===== config.mk =====
export PLATFORM = sky130hd
export DESIGN_NAME = fetch_unit_flat
export DESIGN_NICKNAME = d
export VERILOG_FILES = /design/src/rtl/cse_bubble_pkg.sv /design/src/rtl/fetch_unit_if.sv /design/src/rtl/fetch_unit_branch_resolve.sv /design/src/rtl/fetch_unit.sv /design/src/flat_wrapper.sv
export SDC_FILE = /design/constraint.sdc
export NUM_CORES = 1
export LEC_CHECK = 0
export CAP_MARGIN = 10
export CORE_MARGIN = 2
export CORE_UTILIZATION = 35
export DETAILED_ROUTE_END_ITERATION = 8
export GPL_ROUTABILITY_DRIVEN = 0
export GPL_TIMING_DRIVEN = 0
export SETUP_SLACK_MARGIN = 0.4
export SLEW_MARGIN = 25
export SYNTH_ARGS = -nofsm -noshare
export SYNTH_HDL_FRONTEND = slang
export SYNTH_SLANG_ARGS = --single-unit
export TNS_END_PERCENT = 10

===== constraint.sdc =====
create_clock -name clk -period 9.2 [get_ports clk]
set_input_delay 1.84 -clock clk [delete_from_list [all_inputs] [get_ports clk]]
set_output_delay 1.84 -clock clk [all_outputs]
set_load 0.02 [all_outputs]

===== src/rtl/cse_bubble_pkg.sv =====
// Shared definitions for the fetch stage: branch-unit instruction IDs and fetch FSM states.
// Latency: n/a (declarations only).
// Backpressure: n/a.
package cse_bubble_pkg;

  // Conditional branches: taken when the branch unit output is non-zero.
  localparam logic [31:0] ID_BEQ  = 32'd15;
  localparam logic [31:0] ID_BNE  = 32'd16;
  localparam logic [31:0] ID_BGT  = 32'd17;
  localparam logic [31:0] ID_BGTE = 32'd18;
  localparam logic [31:0] ID_BLE  = 32'd19;
  localparam logic [31:0] ID_BLEQ = 32'd20;
  // Unconditional jumps: branch unit output is the absolute target.
  localparam logic [31:0] ID_J    = 32'd21;
  localparam logic [31:0] ID_JR   = 32'd22;
  localparam logic [31:0] ID_JAL  = 32'd23;

  typedef enum logic [1:0] {
    ST_FETCH   = 2'd0,  // request outstanding (or about to be issued)
    ST_PRESENT = 2'd1,  // holding an instruction for decode
    ST_HALT    = 2'd2   // stopped by the branch unit warning; exit only via reset
  } fetch_state_t;

endpackage


===== src/rtl/fetch_unit_if.sv =====
// Bundle of the fetch stage buses: instruction memory, decode output, branch result, link write.
// Latency: n/a (wiring only).
// Backpressure: imem uses req/ack, decode uses valid/ready; branch and link are unthrottled pulses.
// Ports: master = fetch_unit side, slave = memory/decode/branch environment side.
interface fetch_unit_if #(
  parameter int ADDR_W = 32
);
  logic              imem_req;
  logic [ADDR_W-1:0] imem_addr;
  logic              imem_ack;
  logic [31:0]       imem_rdata;

  logic              if_valid;
  logic              if_ready;
  logic [ADDR_W-1:0] if_pc;
  logic [31:0]       if_ir;

  logic              br_valid;
  logic [31:0]       br_id;
  logic [ADDR_W-1:0] br_pc;
  logic [31:0]       br_out;
  logic              br_warn;

  logic              lnk_valid;
  logic [ADDR_W-1:0] lnk_addr;
  logic              halted;

  modport master (
    output imem_req, imem_addr, if_valid, if_pc, if_ir, lnk_valid, lnk_addr, halted,
    input  imem_ack, imem_rdata, if_ready, br_valid, br_id, br_pc, br_out, br_warn
  );

  modport slave (
    input  imem_req, imem_addr, if_valid, if_pc, if_ir, lnk_valid, lnk_addr, halted,
    output imem_ack, imem_rdata, if_ready, br_valid, br_id, br_pc, br_out, br_warn
  );
endinterface


===== src/rtl/fetch_unit_branch_resolve.sv =====
// Decodes a resolved branch-unit result into taken / target / link-write.
// Latency: combinational.
// Backpressure: none.
// Ports: i_id, i_pc, i_out in; o_taken, o_target, o_is_link out.
module branch_resolve
  import cse_bubble_pkg::*;
#(
  parameter int ADDR_W = 32
) (
  input  logic [31:0]       i_id,
  input  logic [ADDR_W-1:0] i_pc,
  input  logic [31:0]       i_out,
  output logic              o_taken,
  output logic [ADDR_W-1:0] o_target,
  output logic              o_is_link
);

  always_comb begin
    o_taken   = 1'b0;
    o_target  = ADDR_W'(i_out);
    o_is_link = 1'b0;
    if (i_id >= ID_BEQ && i_id <= ID_BLEQ) begin
      // PC-relative from the following instruction; wraps silently.
      o_taken  = (i_out != 32'd0);
      o_target = i_pc + ADDR_W'(1) + ADDR_W'(i_out);
    end else if (i_id >= ID_J && i_id <= ID_JAL) begin
      o_taken   = 1'b1;
      o_is_link = (i_id == ID_JAL);
    end
  end

endmodule


===== src/rtl/fetch_unit.sv =====
// PC sequencer: fetches words over req/ack, presents {pc, ir} to decode, redirects on resolved branches.
// Latency: ack edge -> if_valid next cycle; accept edge -> next imem_req next cycle; redirect -> new address next cycle.
// Backpressure: holds if_valid/if_pc/if_ir stable while if_ready is low; never issues a fetch while presenting.
// Ports: clk, reset (sync, active-low), bus (fetch_unit_if.master).
module fetch_unit
  import cse_bubble_pkg::*;
#(
  parameter int              ADDR_W   = 32,
  parameter logic [ADDR_W-1:0] RESET_PC = '0
) (
  input  logic         clk,
  input  logic         reset,
  fetch_unit_if.master bus
);

  fetch_state_t      r_state;
  logic [ADDR_W-1:0] r_pc;
  logic              r_drop;
  logic              r_imem_req;
  logic [ADDR_W-1:0] r_imem_addr;
  logic              r_if_valid;
  logic [ADDR_W-1:0] r_if_pc;
  logic [31:0]       r_if_ir;
  logic              r_lnk_valid;
  logic [ADDR_W-1:0] r_lnk_addr;
  logic              r_halted;

  logic              w_taken;
  logic [ADDR_W-1:0] w_target;
  logic              w_is_link;
  logic              w_active;
  logic              w_redirect;
  logic              w_warn;

  branch_resolve #(.ADDR_W(ADDR_W)) u_resolve (
    .i_id      (bus.br_id),
    .i_pc      (bus.br_pc),
    .i_out     (bus.br_out),
    .o_taken   (w_taken),
    .o_target  (w_target),
    .o_is_link (w_is_link)
  );

  // Once halted, branch results are ignored entirely.
  assign w_active   = (r_state != ST_HALT);
  assign w_redirect = bus.br_valid & ~bus.br_warn & w_taken & w_active;
  assign w_warn     = bus.br_valid & bus.br_warn & w_active;

  always_ff @(posedge clk) begin
    if (!reset) begin
      r_state     <= ST_FETCH;
      r_pc        <= RESET_PC;
      r_drop      <= 1'b0;
      r_imem_req  <= 1'b0;
      r_imem_addr <= '0;
      r_if_valid  <= 1'b0;
      r_if_pc     <= '0;
      r_if_ir     <= '0;
      r_lnk_valid <= 1'b0;
      r_lnk_addr  <= '0;
      r_halted    <= 1'b0;
    end else begin
      r_lnk_valid <= bus.br_valid & ~bus.br_warn & w_is_link & w_active;
      if (bus.br_valid & ~bus.br_warn & w_is_link & w_active) begin
        r_lnk_addr <= bus.br_pc + ADDR_W'(1);
      end

      if (w_warn) begin
        // An outstanding request must still complete; its data is thrown away.
        r_state    <= ST_HALT;
        r_halted   <= 1'b1;
        r_if_valid <= 1'b0;
        r_imem_req <= r_imem_req & ~bus.imem_ack;
      end else begin
        case (r_state)
          ST_FETCH: begin
            if (!r_imem_req) begin
              // Only reached straight out of reset.
              r_imem_req  <= 1'b1;
              r_imem_addr <= w_redirect ? w_target : r_pc;
              if (w_redirect) r_pc <= w_target;
            end else if (bus.imem_ack) begin
              if (r_drop || w_redirect) begin
                // Wrong-path data: discard and re-request from the live pc.
                r_drop      <= 1'b0;
                r_imem_addr <= w_redirect ? w_target : r_pc;
                if (w_redirect) r_pc <= w_target;
              end else begin
                r_if_ir    <= bus.imem_rdata;
                r_if_pc    <= r_imem_addr;
                r_pc       <= r_pc + ADDR_W'(1);
                r_imem_req <= 1'b0;
                r_if_valid <= 1'b1;
                r_state    <= ST_PRESENT;
              end
            end else if (w_redirect) begin
              // Address must stay stable until ack; remember to drop that data.
              r_pc   <= w_target;
              r_drop <= 1'b1;
            end
          end

          ST_PRESENT: begin
            if (w_redirect) begin
              // Redirect beats a simultaneous accept: the presented instruction is killed.
              r_if_valid  <= 1'b0;
              r_pc        <= w_target;
              r_imem_req  <= 1'b1;
              r_imem_addr <= w_target;
              r_state     <= ST_FETCH;
            end else if (bus.if_ready) begin
              r_if_valid  <= 1'b0;
              r_imem_req  <= 1'b1;
              r_imem_addr <= r_pc;
              r_state     <= ST_FETCH;
            end
          end

          ST_HALT: begin
            if (bus.imem_ack) r_imem_req <= 1'b0;
          end

          default: r_state <= ST_FETCH;
        endcase
      end
    end
  end

  assign bus.imem_req  = r_imem_req;
  assign bus.imem_addr = r_imem_addr;
  assign bus.if_valid  = r_if_valid;
  assign bus.if_pc     = r_if_pc;
  assign bus.if_ir     = r_if_ir;
  assign bus.lnk_valid = r_lnk_valid;
  assign bus.lnk_addr  = r_lnk_addr;
  assign bus.halted    = r_halted;

endmodule


===== src/flat_wrapper.sv =====
// flat-port wrapper written by rule: the top's interface ports become plain ports
module fetch_unit_flat import cse_bubble_pkg::*;
#(
  parameter int              ADDR_W   = 32,
  parameter logic [ADDR_W-1:0] RESET_PC = '0
)
  (clk, reset, bus_imem_req, bus_imem_addr, bus_if_valid, bus_if_pc, bus_if_ir, bus_lnk_valid, bus_lnk_addr, bus_halted, bus_imem_ack, bus_imem_rdata, bus_if_ready, bus_br_valid, bus_br_id, bus_br_pc, bus_br_out, bus_br_warn);
  fetch_unit_if #(.ADDR_W(ADDR_W)) bus_i ();
  input  logic clk;
  input  logic reset;
  output wire logic [$bits(bus_i.imem_req)-1:0] bus_imem_req;
  output wire logic [$bits(bus_i.imem_addr)-1:0] bus_imem_addr;
  output wire logic [$bits(bus_i.if_valid)-1:0] bus_if_valid;
  output wire logic [$bits(bus_i.if_pc)-1:0] bus_if_pc;
  output wire logic [$bits(bus_i.if_ir)-1:0] bus_if_ir;
  output wire logic [$bits(bus_i.lnk_valid)-1:0] bus_lnk_valid;
  output wire logic [$bits(bus_i.lnk_addr)-1:0] bus_lnk_addr;
  output wire logic [$bits(bus_i.halted)-1:0] bus_halted;
  input wire logic [$bits(bus_i.imem_ack)-1:0] bus_imem_ack;
  input wire logic [$bits(bus_i.imem_rdata)-1:0] bus_imem_rdata;
  input wire logic [$bits(bus_i.if_ready)-1:0] bus_if_ready;
  input wire logic [$bits(bus_i.br_valid)-1:0] bus_br_valid;
  input wire logic [$bits(bus_i.br_id)-1:0] bus_br_id;
  input wire logic [$bits(bus_i.br_pc)-1:0] bus_br_pc;
  input wire logic [$bits(bus_i.br_out)-1:0] bus_br_out;
  input wire logic [$bits(bus_i.br_warn)-1:0] bus_br_warn;
  assign bus_imem_req = bus_i.imem_req;
  assign bus_imem_addr = bus_i.imem_addr;
  assign bus_if_valid = bus_i.if_valid;
  assign bus_if_pc = bus_i.if_pc;
  assign bus_if_ir = bus_i.if_ir;
  assign bus_lnk_valid = bus_i.lnk_valid;
  assign bus_lnk_addr = bus_i.lnk_addr;
  assign bus_halted = bus_i.halted;
  assign bus_i.imem_ack = bus_imem_ack;
  assign bus_i.imem_rdata = bus_imem_rdata;
  assign bus_i.if_ready = bus_if_ready;
  assign bus_i.br_valid = bus_br_valid;
  assign bus_i.br_id = bus_br_id;
  assign bus_i.br_pc = bus_br_pc;
  assign bus_i.br_out = bus_br_out;
  assign bus_i.br_warn = bus_br_warn;
  fetch_unit #(.ADDR_W(ADDR_W), .RESET_PC(RESET_PC)) u_core (.clk(clk), .reset(reset), .bus(bus_i));
endmodule

==> results.tsv, run 1 <==
metric	value	unit
Fillers	2812	
IO Port Bufs	264	
Routed WL	35.7	mm
async set-reset flop share out of synthesis	0	
total congestion overflow	0	
Hold Path Stages	2	
boundary pin count	266	
synthesized area	9840	µm²
clk root buf	clkbuf_16	
initial core utilization	0.355	
Flop pwr share	0.377	
Fmax	146	MHz
iteration count of the initial detailed-routing pass	6	
Top delay family on crit path	simple AND/OR/NAND/NOR gates	
Internal Power	1.40	mW
clock slew at reported path FFs	70	ps
Via density	5.38	
number of diodes	0	
kind of critical path	in -> reg	
DRC violations left	0	
Setup Fix Bufs, Post-CTS	0	
most used cell, CP	o21ai_0	
P_leak	4.83	nW
first-pass GRT wire length	54.3	mm
sequential area share after synthesis	0.340	
initial DRC count	920	
Synth Net Count	1493	
row cnt	61	
Routed WL per cell	17.9	µm
DP Area	13000	µm²
synthesized instance count	1318	
number of antenna-violating nets in the routed design	0	
HP Class	reg -> reg	
Layout area overhead	38.3	%
Die Height	172	µm
Power Density	150	nW/µm²
outcome	finished clean	
Worst setup SP type	input pin	
CP peak stage delay	600	ps
slowest CP cell	clkdlybuf4s50_1	
CTS max path bufs	2	
Hold Buf Count CTS	0	
worst r2r path cells	9	
Setup TNS	0	ps
Global Route Usage Sum	0.235	
vias in the first global route	9951	
Mapped Avg Cell Area	7.47	µm²
worst slew pin tran	967	ps
DP HPWL	28.0	mm
main flop type after synthesis	dfxtp_1	
layout net count	1777	
total vias in the final route	10700	
fin. max-slew vios	0	
Final Skew	9.15	ps
P_sw	633	µW
number of synthesized flops with an enable pin	0	
Slew headroom	0.355	
maxcap violations	0	
Net Sw Frac	0.311	
CTS Sinks	167	
initial antenna violation count	0	
Seq cells post-synth	167	
Clk pwr share	0.390	
layout cell share with drive strength beyond 1	0.0428	
Worst EP arrival	7210	ps
Final setup viols	0	
Worst Setup End Kind	register	
critical path fanouts, max	7	
cell area after layout	13600	µm²
final worst path period share	0.746	
RSZ-0062 raised after global routing	no	
Post-CTS Resized	0	
Hold Vio Cnt, Final	0	
peak supply drop	113	µV
TritonCTS Buffers	17	
CTS tree	yes	
Die Span X	172	µm
Core ar.	27700	µm²
fin crit period	6860	ps
largest net degree at the start of global routing	17	
reg2reg setup slack	5940	ps
Distinct cells, synth	65	
critical path required time	9550	ps
Skew-Pair Late Insertion Delay	430	ps
synth warn	0	
die area	29500	µm²
CP Depth	20	
Comb power frac	0.233	
crit path buf inv count	2	
H-tree levels	4	
critical path, cell by cell	clkdlybuf4s50_1, ha_1, and3_1, and2_1, nand3_1, nor3_1, nand4_1, xnor2_1, ha_1, clkbuf_1, a21oi_1, o21ai_0, nor3_1, o2111ai_1, and3_1, o311ai_0, o21ai_0, nor2_1, o21ai_0, a21oi_1	
==> through the flow <==
step | cells | util | hold slack, ps | worst slack [ps] | power [mW]
after global routing | 1992 | 0.491 | 466 | 1790 | 2.12
final | 1992 | 0.491 | 447 | 2340 | 2.04
after detailed placement | 1961 | 0.468 | 443 | 1970 | 1.25
after global placement | 1960 | 0.468 | 437 | 2000 | 1.25
after floorplan | 1318 | - | 453 | 3890 | 1.05
after CTS | 1992 | 0.491 | 452 | 2370 | 2.04
==> layout make-up <==
type                       instances  area (µm²)  area share
buffer                            74         303      0.0222
clock buffer                      17         425      0.0312
clock inverter                    14         213      0.0156
inverter                          23        86.3     0.00634
multi-input combinational       1054        6120       0.450
sequential                       167        3340       0.246
tap                              378         473      0.0347
timing repair buffer             265        2650       0.195
==> sequential cells by signal (all words and copies together), names as in the netlist <==
| name | flops |
|---|---|
| u_core.bus.halted | 1 |
| u_core.bus.if_ir | 32 |
| u_core.bus.if_pc | 32 |
| u_core.bus.if_valid | 1 |
| u_core.bus.imem_addr | 32 |
| u_core.bus.imem_req | 1 |
| u_core.bus.lnk_addr | 32 |
| u_core.bus.lnk_valid | 1 |
| u_core.r_drop | 1 |
| u_core.r_pc | 32 |
| u_core.r_state | 2 |
==> layout by cell type (no fill, tap or decap), drive strengths merged, types with 5 or more instances in the layout <==
cell type and instances:
a211oi 8, a21o 19, a21oi 167, a31oi 12, and2 9, and3 20, and4 5, buf 19
clkbuf 73, clkdlybuf4s50 264, dfxtp 167, ha 40, inv 30, mux2i 46, nand2 254, nand2b 9
nand3 40, nand4 17, nor2 114, nor2b 6, nor3 34, nor3b 5, nor4 24, o211ai 20
o21a 5, o21ai 75, o31ai 6, or3 8, xnor2 32, xor2 23
==> power groups by stage <==
stage | Combinational, mW | Sequential, mW | Clock, mW
2_1_floorplan | 0.246 | 0.803 | 0
3_3_place_gp | 0.466 | 0.784 | 0
3_5_place_dp | 0.469 | 0.784 | 0
4_1_cts | 0.471 | 0.768 | 0.806
5_1_grt | 0.513 | 0.771 | 0.834
6_report | 0.475 | 0.768 | 0.794
==> worst paths after layout <==
| kind | start | to |
|---|---|---|
| max | bus_br_pc[0] | u_core.r_pc[27]$_SDFFE_PN0P_ |
| min | u_core.bus.halted$_SDFFE_PN0P_ | u_core.bus.halted$_SDFFE_PN0P_ |
| max reg2reg | u_core.r_state[1]$_SDFFE_PN0P_ | u_core.r_pc[19]$_SDFFE_PN0P_ |
| min reg2reg | u_core.bus.halted$_SDFFE_PN0P_ | u_core.bus.halted$_SDFFE_PN0P_ |
==> synthesized netlist by cell type (19+ instances only) <==
library cell | instances | share of area
nand2_1 | 253 | 0.096
a21oi_1 | 167 | 0.085
dfxtp_1 | 167 | 0.34
nor2_1 | 114 | 0.043
o21ai_0 | 72 | 0.037
clkbuf_1 | 56 | 0.021
mux2i_1 | 46 | 0.047
ha_1 | 40 | 0.051
nand3_1 | 40 | 0.020
nor3_1 | 33 | 0.017
xnor2_1 | 32 | 0.028
inv_1 | 23 | 0.0088
nor4_1 | 23 | 0.015
xor2_1 | 23 | 0.020
and3_1 | 20 | 0.013
o211ai_1 | 20 | 0.015
a21o_1 | 19 | 0.014
==> kinds of logic after synthesis <==
family                   after synthesis  share of synthesized area
AO/OA/AOI/OAI                        355                      0.215
adder cells (fa/ha/maj)               41                     0.0529
buffers and inverters                 97                     0.0395
XOR/XNOR                              55                     0.0489
multiplexers                          46                     0.0468
flip-flops                           167                      0.340
AND/OR/NAND/NOR                      557                      0.257
==> per-layer routing <==
layer / global-route usage / wire (µm) / up-vias / share of wire
met4: 0.0553 / 523 / 0 / 0.015
li1: - / - / 5262 / -
met5: 0 / 0 / - / 0
met3: 0.0527 / 3160 / 50 / 0.088
met2: 0.392 / 16000 / 468 / 0.45
met1: 0.308 / 16000 / 4928 / 0.45
==> tightest hold or removal path, cell delays in order (launching register included) <==
cell and delay (ps):
dfxtp_1 310, inv_1 50, a21oi_1 50
(Power assumes the default switching activity.)
==> inputs of run 2 (changes only) <==
==> constraint.sdc (replaced) <==
create_clock -name clk -period 5.58 [get_ports clk]
set_input_delay 1.116 -clock clk [delete_from_list [all_inputs] [get_ports clk]]
set_output_delay 1.116 -clock clk [all_outputs]
set_load 0.02 [all_outputs]
==> run 2 against run 1 <==
Largest cell class unchanged. Clock skew fell by 0.98 ps. Routed wire length rose by 0.34%. Global-route usage barely moved. First-iteration DRC count fell by 8.2%. Power rose by 66%. Sequential power rose by 65%. Clock power rose by 65%. Register-to-register slack got worse by 3600 ps. Critical path type unchanged. Combinational power rose by 69%. Clock-buffer cell count did not move. Worst setup slack got worse by 1700 ps.
==> results.tsv, run 2 (synthesized netlist as in run 1, its figures left out) <==
metric	value	unit	change
P_sw	1.05	mW	+66%
Multi-input gate area	6310	µm²	+3.1%
Power Density	243	nW/µm²	+63%
IO Port Bufs	264		unchanged
Core Util, Final	0.501		+0.00921
layout net count	1785		+0.45%
vias in the first global route	9976		+0.25%
Hold Path Stages	2		unchanged
Skew-Pair Late Insertion Delay	430	ps	about the same
GR Util met2	0.392		about the same
Comb power frac	0.237		+0.004
RR Startpoint	u_core.r_state[1]$_SDFFE_PN0P_		
Flop pwr share	0.375		-0.002
Worst Setup End Kind	register		
iteration count of the initial detailed-routing pass	5		-1
worst slew pin tran	990	ps	+23.2 ps
met1 GRT Util	0.309		+0.000653
Hold Buf Count CTS	0		unchanged
peak supply drop	187	µV	+65%
Fmax	200	MHz	
worst r2r path cells	9		unchanged
clock slew at reported path FFs	70	ps	about the same
reg2reg setup slack	2320	ps	-3620 ps
CTS tree	yes		
fin crit period	4990	ps	
Fillers	2802		-0.36%
Routed WL per cell	17.9	µm	about the same
P_leak	4.93	nW	+2.3%
TritonCTS Buffers	17		unchanged
CTS Sinks	167		unchanged
DP Area	13000	µm²	unchanged
Non-Filler Instances	2000		+0.40%
hold_ws	447	ps	+0.168 ps
largest net degree at the start of global routing	17		unchanged
total congestion overflow	0		unchanged
Layout area overhead	40.9	%	
worst flop-to-flop path endpoint	u_core.r_pc[19]$_SDFFE_PN0P_		
fin. max-slew vios	0		unchanged
outcome	finished clean		
cell area after layout	13900	µm²	+1.9%
critical path fanouts, max	5		-2
Global Route Usage Sum	0.235		about the same
HP Class	reg -> reg		
number of antenna-violating nets in the routed design	0		unchanged
GRT Max-Usage Layer	met2		
Internal Power	2.32	mW	+65%
total vias in the final route	10700		-0.093%
Via density	5.35		-0.49%
met3 GRT Util	0.0513		-0.00138
DP Worst Slack	-931	ps	-2900 ps
final worst slack	592	ps	-1750 ps
Die Span X	172	µm	unchanged
row cnt	61		unchanged
Hold Vio Cnt, Final	0		unchanged
Worst EP arrival	5270	ps	-1940 ps
register area	3340	µm²	unchanged
maxcap violations	0		unchanged
Final setup viols	0		unchanged
final worst path period share	0.894		
Die Height	172	µm	unchanged
most frequent cells in the layout	clkdlybuf4s50_1, nand2_1, dfxtp_1		
boundary pin count	266		unchanged
DP HPWL	28.0	mm	unchanged
initial core utilization	0.355		unchanged
first-pass GRT wire length	54.3	mm	about the same
Routed WL	35.9	mm	+0.34%
initial antenna violation count	0		unchanged
Core ar.	27700	µm²	unchanged
CP startpoint	bus_br_pc[5]		
leading cell type in the layout, fill and taps excluded	clkdlybuf4s50_1		
number of diodes	0		unchanged
Final Skew	8.17	ps	-0.981 ps
H-tree levels	4		unchanged
CTS max path bufs	2		unchanged
hold path start	u_core.bus.halted$_SDFFE_PN0P_		
RSZ-0062 raised after global routing	yes		
layout cell share with drive strength beyond 1	0.0684		+0.0257
Hold Path End	u_core.bus.halted$_SDFFE_PN0P_		
critical path required time	5860	ps	-3690 ps
Slew headroom	0.340		-0.0154
placed cells	1961		unchanged
initial DRC count	845		-8.2%
Clk pwr share	0.388		-0.002
clk root buf	clkbuf_16		
Net Sw Frac	0.312		+0.00111
Worst setup SP type	input pin		
kind of critical path	in -> reg		
DRC violations left	0		unchanged
die area	29500	µm²	unchanged
run 2: through the flow:
| stage | setup TNS, ps | total power [mW] |
|---|---|---|
| after global placement | -5670 | 2.06 |
| after detailed placement | -6210 | 2.07 |
| after floorplan | 0 | 1.73 |
| after global routing | 0 | 3.51 |
| after CTS | 0 | 3.38 |
| final | 0 | 3.38 |
run 2: layout make-up:
cell class,count,share of cell area
timing repair buffer,273,0.196
inverter,23,0.00622
clock buffer,17,0.0307
buffer,74,0.0220
tap,378,0.0341
clock inverter,14,0.0153
multi-input combinational,1054,0.455
sequential,167,0.241
run 2: power by group through the flow:
| stage | registers, mW | logic (mW) | clock network [mW] |
|---|---|---|---|
| after floorplan | 1.32 | 0.405 | 0 |
| after global placement | 1.29 | 0.768 | 0 |
| after detailed placement | 1.29 | 0.773 | 0 |
| after CTS | 1.27 | 0.781 | 1.33 |
| after global routing | 1.27 | 0.866 | 1.37 |
| final | 1.27 | 0.801 | 1.31 |
run 2: critical path, cell delays in order:
cell and delay [ps]:
clkdlybuf4s50_1 490, and3_4 190, and3_1 190, and2_4 180, nand3_2 120, nor3_4 230
buf_4 160, nand2_1 70, nor2_2 150, xor2_2 240, ha_1 300, a21oi_1 150
o21ai_1 120, nor3_2 180, o2111ai_2 190, and3_4 250, o211ai_1 290, o41ai_4 140
a21oi_2 260, or3_1 160, a21oi_1 60
run 2: what timing repair did:
action	CTS	global route
pin swaps	4	14
setup endpoints to repair	12	16
resized for setup	18	35
setup buffers	3	5
run 2: worst max path at each step:
stage / end / cells after the start
after floorplan: u_core.bus.imem_addr[29]$_SDFFE_PN0P_ / 18
after global placement: u_core.r_pc[27]$_SDFFE_PN0P_ / 20
after detailed placement: u_core.r_pc[27]$_SDFFE_PN0P_ / 20
after CTS: u_core.bus.imem_addr[29]$_SDFFE_PN0P_ / 19
after global routing: u_core.bus.imem_addr[29]$_SDFFE_PN0P_ / 20
final: u_core.bus.imem_addr[29]$_SDFFE_PN0P_ / 21
run 2: layer usage:
| layer | vias up | wire (µm) |
|---|---|---|
| met1 | 4915 | 16100 |
| met3 | 53 | 3150 |
| met2 | 455 | 16100 |
| li1 | 5275 | - |
| met5 | - | 0 |
| met4 | 0 | 575 |
==> inputs of run 3 (changes only) <==
--- a/config.mk
+++ b/config.mk
@@ -11,7 +11,7 @@
 export DETAILED_ROUTE_END_ITERATION = 8
 export GPL_ROUTABILITY_DRIVEN = 0
 export GPL_TIMING_DRIVEN = 0
-export SETUP_SLACK_MARGIN = 0.4
+export SETUP_SLACK_MARGIN = 0.2
 export SLEW_MARGIN = 25
 export SYNTH_ARGS = -nofsm -noshare
 export SYNTH_HDL_FRONTEND = slang
==> constraint.sdc (replaced) <==
create_clock -name clk -period 5.58 [get_ports clk]
set_input_delay 0.837 -clock clk [delete_from_list [all_inputs] [get_ports clk]]
set_output_delay 0.837 -clock clk [all_outputs]
set_load 0.02 [all_outputs]
==> run 3 against run 2 <==
Register-to-register slack is essentially flat. Sequential share of layout area grew 0.31 points. Routed wire length shrank 0.18%. Combinational power shrank 2%. Cell area shrank 1.3%. Sequential cell count is the same. Sequential power is essentially flat. Clock skew is essentially flat. Utilization shrank 0.65 points. First-iteration DRC count grew 7.5%. Hold slack is essentially flat. Clock-buffer cell count is the same.
==> results.tsv, run 3 (synthesized netlist as in run 1, its figures left out) <==
metric	value	unit	change
outcome	finished clean		
vias in the first global route	9954		-0.22%
Hold Buf Count CTS	0		unchanged
CTS Sinks	167		unchanged
RSZ-0062 raised after global routing	yes		
Hold Vio Cnt, Final	0		unchanged
worst slew pin tran	949	ps	-40.9 ps
RR Startpoint	u_core.r_state[1]$_SDFFE_PN0P_		
HP Class	reg -> reg		
Non-Filler Instances	1994		-0.30%
Worst setup SP type	input pin		
Die Height	172	µm	unchanged
number of diodes	0		unchanged
Worst EP arrival	5480	ps	+210 ps
critical path required time	5930	ps	+70 ps
Power Density	246	nW/µm²	+0.86%
placed cells	1961		unchanged
fin. max-slew vios	0		unchanged
clk root buf	clkbuf_16		
Core Util, Final	0.494		-0.00646
initial DRC count	908		+7.5%
total congestion overflow	0		unchanged
Core ar.	27700	µm²	unchanged
final worst path period share	0.920		+0.0263
Final Skew	8.20	ps	+0.0296 ps
Layout area overhead	39.1	%	
number of antenna-violating nets in the routed design	0		unchanged
TritonCTS Buffers	17		unchanged
Routed WL per cell	18.0	µm	+0.12%
P_leak	4.87	nW	-1.4%
leading cell type in the layout, fill and taps excluded	clkdlybuf4s50_1		
initial core utilization	0.355		unchanged
maxcap violations	0		unchanged
DP HPWL	28.0	mm	unchanged
most frequent cells in the layout	clkdlybuf4s50_1, nand2_1, dfxtp_1		
CP peak stage delay	540	ps	+50 ps
peak supply drop	188	µV	+0.15%
Final setup viols	0		unchanged
clock slew at reported path FFs	70	ps	about the same
die area	29500	µm²	unchanged
Via density	5.36		+0.19%
DP Area	13000	µm²	unchanged
kind of critical path	in -> reg		
worst r2r path cells	9		unchanged
iteration count of the initial detailed-routing pass	6		+1
Fmax	195	MHz	-2.9%
hold_ws	447	ps	-0.210 ps
Worst Setup End Kind	register		
layout net count	1779		-0.34%
hold path start	u_core.bus.halted$_SDFFE_PN0P_		
slowest CP cell	clkdlybuf4s50_1		
Slew headroom	0.367		+0.0272
CP startpoint	bus_br_pc[3]		
Hold Path Stages	2		unchanged
initial antenna violation count	0		unchanged
Global Route Usage Sum	0.235		about the same
Skew-Pair Late Insertion Delay	430	ps	about the same
CTS max path bufs	2		unchanged
layout cell share with drive strength beyond 1	0.0501		-0.0183
Die Span X	172	µm	unchanged
reg2reg setup slack	2320	ps	about the same
CTS tree	yes		
critical path fanouts, max	7		+2
critical path, cell by cell	clkdlybuf4s50_1, and3_1, and3_1, and2_2, nand3_2, nor3_4, nand4_1, xnor2_2, ha_1, clkbuf_1, a21oi_1, o21ai_1, nor3_2, o2111ai_1, and3_1, o41ai_1, a21oi_2, or3_1, a21oi_1		
most used cell, CP	and3_1		
DRC violations left	0		unchanged
Routed WL	35.8	mm	-0.18%
largest net degree at the start of global routing	17		unchanged
fin crit period	5140	ps	+147 ps
H-tree levels	4		unchanged
row cnt	61		unchanged
IO Port Bufs	264		unchanged
boundary pin count	266		unchanged
total vias in the final route	10700		-0.11%
first-pass GRT wire length	54.3	mm	about the same
cell area after layout	13700	µm²	-1.3%
run 3: worst paths after layout:
check / endpoint
min reg2reg: u_core.bus.halted$_SDFFE_PN0P_
max: u_core.bus.imem_addr[29]$_SDFFE_PN0P_
min: u_core.bus.halted$_SDFFE_PN0P_
max reg2reg: u_core.r_pc[19]$_SDFFE_PN0P_
run 3: report_power, final:
| part | switching [mW] | internal (mW) |
|---|---|---|
| clock network | 0.546 | 0.764 |
| logic | 0.467 | 0.319 |
| registers | 0.0339 | 1.23 |
run 3: repair_timing:
item                       4_1_cts  5_1_grt
resized for setup                4       11
pin swaps                        0        3
setup endpoints to repair        6        8
setup buffers                    0        2
cloned                           0        0
run 3: worst max-delay path: cells and delay by family:
kind / cells / cell delay (ps)
simple gates: 9 / 2120
compound gates: 6 / 1350
buf+inv: 2 / 720
fa+ha+maj: 1 / 280
xor+xnor: 1 / 180
run 3: routing by layer:
metal  vias to the layer above  wire [µm]  track usage
met5                         -          0            0
met4                         0        473       0.0553
met3                        43       2970       0.0527
met2                       455      16100        0.392
met1                      4923      16300        0.308
li1                       5265          -            -
run 3: stage by stage:
step / power [mW] / setup TNS (ps) / worst slack [ps]
floorplan: 1.73 / 0 / 1270
global placement: 2.06 / -2780 / -617
detailed placement: 2.07 / -3230 / -652
CTS: 3.37 / 0 / 93.9
global route: 3.49 / 0 / 186
finish: 3.36 / 0 / 445
run 3: cell type report:
| cell class | instances | area (µm²) |
|---|---|---|
| fill | 2810 | 14000 |
| clock inverter | 14 | 213 |
| tap | 378 | 473 |
| inverter | 23 | 86.3 |
| buffer | 74 | 303 |
| clock buffer | 17 | 425 |
| sequential | 167 | 3340 |
| timing repair buffer | 267 | 2670 |
| multi-input combinational | 1054 | 6180 |
